<file path="src/rtl/verilated_stream_fixtures.sv">
// Valid/ready stream fixture: a burst source that emits a running sequence and a
// sink that checks harness-driven beats against that same sequence.
module verilated_stream_fixtures #(
  parameter int WIDTH     = 8,
  parameter int BURST_LEN = 16
) (
  input  logic             clk,
  input  logic             sync_rst,
  input  logic             start,
  output logic             src_valid,
  input  logic             src_ready,
  output logic [WIDTH-1:0] src_data,
  output logic             src_last,
  input  logic             snk_valid,
  output logic             snk_ready,
  input  logic [WIDTH-1:0] snk_data,
  input  logic             snk_last,
  input  logic             snk_stall,
  output logic             busy,
  output logic [15:0]      beats_sent,
  output logic [15:0]      beats_recv,
  output logic             error,
  output logic [7:0]       err_count
);

  localparam int IDX_W = (BURST_LEN > 1) ? $clog2(BURST_LEN) : 1;
  localparam logic [IDX_W-1:0] LAST_IDX = IDX_W'(BURST_LEN - 1);

  typedef enum logic {IDLE, SEND} src_state_t;

  src_state_t       state, state_next;
  logic [WIDTH-1:0] seq;
  logic [IDX_W-1:0] src_idx;
  logic             src_hs;
  logic             src_at_last;

  logic [WIDTH-1:0] exp_data;
  logic [IDX_W-1:0] snk_idx;
  logic             snk_hs;
  logic             snk_idx_last;
  logic             beat_bad;

  assign src_at_last = (src_idx == LAST_IDX);
  assign src_hs      = src_valid && src_ready;

  always_ff @(posedge clk) begin
    if (sync_rst) begin
      state <= IDLE;
    end else begin
      state <= state_next;
    end
  end

  // start is only honoured in IDLE, so a start held over the last-beat edge is dropped
  always_comb begin
    state_next = state;
    case (state)
      IDLE:    if (start) state_next = SEND;
      SEND:    if (src_hs && src_at_last) state_next = IDLE;
      default: state_next = IDLE;
    endcase
  end

  always_comb begin
    src_valid = (state == SEND);
    busy      = (state == SEND);
    src_last  = (state == SEND) && src_at_last;
    src_data  = seq;
  end

  // Sequence counter persists across bursts; only the beat index restarts
  always_ff @(posedge clk) begin
    if (sync_rst) begin
      seq        <= '0;
      src_idx    <= '0;
      beats_sent <= '0;
    end else if (src_hs) begin
      seq        <= seq + WIDTH'(1);
      src_idx    <= src_at_last ? '0 : src_idx + IDX_W'(1);
      beats_sent <= beats_sent + 16'd1;
    end
  end

  assign snk_hs       = snk_valid && snk_ready;
  assign snk_idx_last = (snk_idx == LAST_IDX);
  assign beat_bad     = (snk_data != exp_data) || (snk_last != snk_idx_last);

  // Expected value follows the received data so a single glitch costs one error
  always_ff @(posedge clk) begin
    if (sync_rst) begin
      snk_ready  <= 1'b0;
      exp_data   <= '0;
      snk_idx    <= '0;
      beats_recv <= '0;
      error      <= 1'b0;
      err_count  <= '0;
    end else begin
      snk_ready <= !snk_stall;
      if (snk_hs) begin
        exp_data   <= snk_data + WIDTH'(1);
        beats_recv <= beats_recv + 16'd1;
        if (snk_last || snk_idx_last) begin
          snk_idx <= '0;
        end else begin
          snk_idx <= snk_idx + IDX_W'(1);
        end
        if (beat_bad) begin
          error <= 1'b1;
          if (err_count != 8'hFF) err_count <= err_count + 8'd1;
        end
      end
    end
  end

endmodule

</file>
<file path="config.mk">
export PLATFORM = sky130hd
export DESIGN_NAME = verilated_stream_fixtures
export DESIGN_NICKNAME = d
export VERILOG_FILES = /design/src/rtl/verilated_stream_fixtures.sv
export SDC_FILE = /design/constraint.sdc
export NUM_CORES = 1
export LEC_CHECK = 0
export CAP_MARGIN = 20
export CORE_MARGIN = 4
export CORE_UTILIZATION = 30
export DETAILED_ROUTE_END_ITERATION = 10
export PLACE_DENSITY_LB_ADDON = 0.05
export SLEW_MARGIN = 10
export SYNTH_ARGS = -nofsm -noshare
export SYNTH_HDL_FRONTEND = slang
export SYNTH_SLANG_ARGS = --single-unit
</file>
<file path="constraint.sdc">
create_clock -name clk -period 2.39 [get_ports clk]
set_input_delay 0.478 -clock clk [delete_from_list [all_inputs] [get_ports clk]]
set_output_delay 0.478 -clock clk [all_outputs]
set_load 0.03 [all_outputs]
</file>
==> metrics.txt <==
# TYPE chip_impl_metric gauge
chip_impl_metric{name="finalMaxSlewViolations",unit=""} 0
chip_impl_metric{name="drtAntennaViolNets",unit=""} 0
chip_impl_metric{name="ys_seq_area_frac",unit=""} 0.438
chip_impl_metric{name="core_area",unit="um2"} 9860
chip_impl_metric{name="dpl.cell_count",unit=""} 560
chip_impl_metric{name="sequential_cell_area",unit="um2"} 1340
chip_impl_info{name="tritoncts",value="yes"} 1
chip_impl_metric{name="grt_pass1_vias",unit=""} 2444
chip_impl_metric{name="track_usage",unit=""} 0.121
chip_impl_info{name="worstSetupPathType",value="in2reg"} 1
chip_impl_metric{name="relative_slew_slack",unit=""} 0.516
chip_impl_metric{name="max_slew.worst_pin.slew",unit="ns"} 0.725
chip_impl_metric{name="floorplan.rows",unit=""} 36
chip_impl_metric{name="die_area",unit="um2"} 11900
chip_impl_metric{name="timing.critical_path.required",unit="ns"} 2.60
chip_impl_metric{name="detailedPlace.worstSlack",unit="ns"} -0.0676
chip_impl_metric{name="fin_ws",unit="ns"} 0.277
chip_impl_metric{name="clockBufferDepth",unit=""} 2
chip_impl_metric{name="critical_path_peak_fanout",unit=""} 8
chip_impl_metric{name="numCtsBuffers",unit=""} 9
chip_impl_metric{name="htree_levels",unit=""} 3
chip_impl_metric{name="grt_start_max_net_pins",unit=""} 37
chip_impl_metric{name="io_buffers",unit=""} 67
chip_impl_metric{name="cp.arrival",unit="ns"} 2.32
chip_impl_metric{name="initial_core_util",unit=""} 0.310
chip_impl_info{name="clock_tree.root_cell",value="sky130_fd_sc_hd__clkbuf_8"} 1
chip_impl_metric{name="synthArstFlopShare",unit=""} 0
chip_impl_info{name="setup.worst_path.end_class",value="register"} 1
chip_impl_metric{name="ys.warnings.count",unit=""} 0
chip_impl_metric{name="cts.clk_slew.worst_paths",unit="ns"} 0.07
chip_impl_info{name="postSynth.topFlopCell",value="sky130_fd_sc_hd__dfxtp_1"} 1
chip_impl_info{name="layout_common_cells",value="sky130_fd_sc_hd__dfxtp_1 (67), sky130_fd_sc_hd__clkdlybuf4s50_1 (65), sky130_fd_sc_hd__nor2_1 (57)"} 1
chip_impl_info{name="top_layer",value="met4"} 1
chip_impl_metric{name="placed_cell_area",unit="um2"} 3960
chip_impl_metric{name="die_width",unit="um"} 109
chip_impl_metric{name="gr-total-overflow",unit=""} 0
chip_impl_metric{name="io_pins",unit=""} 68
chip_impl_metric{name="rrSetupSlack",unit="ns"} 0.35
chip_impl_metric{name="antenna_cells",unit=""} 0
chip_impl_metric{name="cts_num_sinks",unit=""} 67
chip_impl_metric{name="wirelength_met1",unit="mm"} 3.52
chip_impl_metric{name="drt_drc_violations_left",unit=""} 0
chip_impl_metric{name="first_pass_grt_wire_length",unit="mm"} 11.5
chip_impl_metric{name="maxCapViolations",unit=""} 0
chip_impl_metric{name="timing.final.setup_violations",unit=""} 0
chip_impl_metric{name="routed-wl-met3",unit="um"} 310
chip_impl_metric{name="worst_hold_slack",unit="ns"} 0.474
chip_impl_metric{name="synth-edff-count",unit=""} 0
chip_impl_metric{name="finalCritPeriodShare",unit=""} 0.884
chip_impl_metric{name="number_of_antenna_violations_at_the_first_check_in_global_routing",unit=""} 0
chip_impl_metric{name="routability_congestion",unit=""} 0.744
chip_impl_metric{name="finClkSkew",unit="ns"} 0.00707
chip_impl_metric{name="final.setup.tns",unit="ns"} 0
chip_impl_metric{name="final_layout_size_suffix_gt1_frac",unit=""} 0.0835
chip_impl_metric{name="fill_cells",unit=""} 994
chip_impl_metric{name="detailedRoute.firstIterationViolations",unit=""} 72
chip_impl_metric{name="nNetsFinal",unit=""} 461
chip_impl_info{name="layout.cells.most_common",value="sky130_fd_sc_hd__dfxtp_1"} 1
chip_impl_metric{name="clkLatencyLatePin",unit="ns"} 0.33
chip_impl_metric{name="synth_seq_cells",unit=""} 67
chip_impl_metric{name="synth_cell_type_count",unit=""} 35
chip_impl_metric{name="drt_wirelength",unit="mm"} 6.85
chip_impl_metric{name="dieHeight",unit="um"} 109
chip_impl_metric{name="final_area",unit="um2"} 4160
chip_impl_metric{name="power_density",unit="nW/um2"} 546
chip_impl_metric{name="area_growth",unit="%"} 35.9
chip_impl_metric{name="routed-via-count",unit=""} 2628
chip_impl_info{name="setup_repair_after_global_routing_missed_its_margin",value="no"} 1
chip_impl_metric{name="worst-r2r-cell-count",unit=""} 7
chip_impl_metric{name="finalHoldViolations",unit=""} 0
chip_impl_metric{name="vdd.ir_drop.worst",unit="V"} 0.000317
chip_impl_metric{name="max_freq",unit="MHz"} 473
chip_impl_metric{name="leakage",unit="uW"} 0.00149
chip_impl_info{name="run_status",value="complete, no violations"} 1
chip_impl_metric{name="multi_input_area",unit="um2"} 1620
chip_impl_metric{name="final_cell_count_no_fill",unit=""} 576
chip_impl_metric{name="detailedPlacementHpwl",unit="mm"} 4.94
chip_impl_metric{name="period_needed",unit="ns"} 2.11
chip_impl_metric{name="synth.net_count",unit=""} 381
chip_impl_metric{name="synthesis.area",unit="um2"} 3060
chip_impl_metric{name="detail_route.first_pass.iterations",unit=""} 4
chip_impl_metric{name="postSynthCellCount",unit=""} 358
chip_impl_metric{name="hold_path_depth",unit=""} 2
chip_impl_info{name="hp-class",value="reg2reg"} 1
chip_impl_metric{name="wl_per_cell",unit="um"} 11.9
chip_impl_metric{name="met2_wirelength",unit="mm"} 2.94
chip_impl_metric{name="route.detailed.vias_per_inst",unit=""} 4.56
chip_impl_metric{name="post_cts.repair.setup_buffers",unit=""} 0
chip_impl_info{name="cp-start-kind",value="primary input"} 1
chip_impl_metric{name="synthesis.area_per_instance",unit="um2"} 8.55
[cells by family (layout without fill, tap and decap cells)]
group | Yosys count | count (layout) | share of synthesized area
compound gates | 38 | 38 | 0.0749
simple gates | 170 | 170 | 0.267
buf+inv | 22 | 107 | 0.0307
xor+xnor | 47 | 47 | 0.135
fa+ha+maj | 8 | 8 | 0.0327
flops | 67 | 67 | 0.438
mux | 6 | 6 | 0.0217
[through the flow]
stage / util / total power (uW)
floorplan: - / 1270
global placement: 0.401 / 1360
detailed placement: 0.401 / 1360
CTS: 0.421 / 2320
global route: 0.421 / 2380
finish: 0.421 / 2270
[routing by layer]
layer  GRT usage  up-vias
met5           0        -
met4      0.0487        0
met3      0.0326        9
met2       0.183       45
met1       0.164     1181
li1            -     1393
[cell usage after synthesis, types with 2 or more instances]
| master | number | area share |
|---|---|---|
| sky130_fd_sc_hd__mux2_1 | 2 | 0.0074 |
| sky130_fd_sc_hd__nor2_1 | 57 | 0.070 |
| sky130_fd_sc_hd__nor3_1 | 10 | 0.016 |
| sky130_fd_sc_hd__and3_1 | 7 | 0.014 |
| sky130_fd_sc_hd__nand2_1 | 36 | 0.044 |
| sky130_fd_sc_hd__xor2_1 | 28 | 0.080 |
| sky130_fd_sc_hd__a21oi_1 | 19 | 0.031 |
| sky130_fd_sc_hd__nor2b_1 | 6 | 0.012 |
| sky130_fd_sc_hd__o21ai_0 | 6 | 0.0098 |
| sky130_fd_sc_hd__nor4_1 | 11 | 0.022 |
| sky130_fd_sc_hd__and2_1 | 2 | 0.0041 |
| sky130_fd_sc_hd__or3_1 | 6 | 0.012 |
| sky130_fd_sc_hd__xnor2_1 | 19 | 0.054 |
| sky130_fd_sc_hd__nand4_1 | 12 | 0.025 |
| sky130_fd_sc_hd__nand3_1 | 17 | 0.028 |
| sky130_fd_sc_hd__clkbuf_1 | 8 | 0.0098 |
| sky130_fd_sc_hd__a211oi_1 | 8 | 0.020 |
| sky130_fd_sc_hd__ha_1 | 8 | 0.033 |
| sky130_fd_sc_hd__and4_1 | 2 | 0.0057 |
| sky130_fd_sc_hd__buf_1 | 4 | 0.0049 |
| sky130_fd_sc_hd__inv_1 | 8 | 0.0098 |
| sky130_fd_sc_hd__dfxtp_1 | 67 | 0.44 |
| sky130_fd_sc_hd__mux2_2 | 3 | 0.011 |
[final cells by class]
type | count | share of cell area
Inverter | 8 | 0.00722
Tap cell | 133 | 0.0400
Clock buffer | 12 | 0.0349
Clock inverter | 4 | 0.0120
Multi-Input combinational cell | 269 | 0.391
Timing Repair Buffer | 83 | 0.193
Sequential cell | 67 | 0.323
[critical path: stages]
cell and delay [ns]:
sky130_fd_sc_hd__clkdlybuf4s50_1 0.44, sky130_fd_sc_hd__xor2_1 0.15, sky130_fd_sc_hd__nor4_1 0.43, sky130_fd_sc_hd__and3_1 0.39
sky130_fd_sc_hd__nor4_1 0.11, sky130_fd_sc_hd__mux2_1 0.33
[state kept, by name (all words and copies together), names as in the netlist]
register / flops
beats_recv: 16
beats_sent: 16
err_count: 8
exp_data: 8
src_data: 8
snk_idx: 4
src_idx: 4
busy: 1
error: 1
snk_ready: 1
[path summary, 6_finish.rpt]
path	from	to
max reg2reg	snk_idx[0]	err_count[4]
min reg2reg	exp_data[1]	exp_data[1]
max	snk_data[5]	err_count[3]
min	exp_data[1]	exp_data[1]
[what timing repair did]
item,in CTS,in global routing
resized for setup,0,1
endpoints found under the hold margin,0,0
setup endpoints to repair,0,1
hold buffers,0,0
[where the power goes]
group	total, uW	switching, uW	leakage [uW]	internal, uW
sequential	1150	17.1	0.000542	1130
clock	937	427	0.0000926	510
combinational	181	96.4	0.000857	84.7
total	2270	540	0.00149	1730
(Power assumes the default switching activity.)
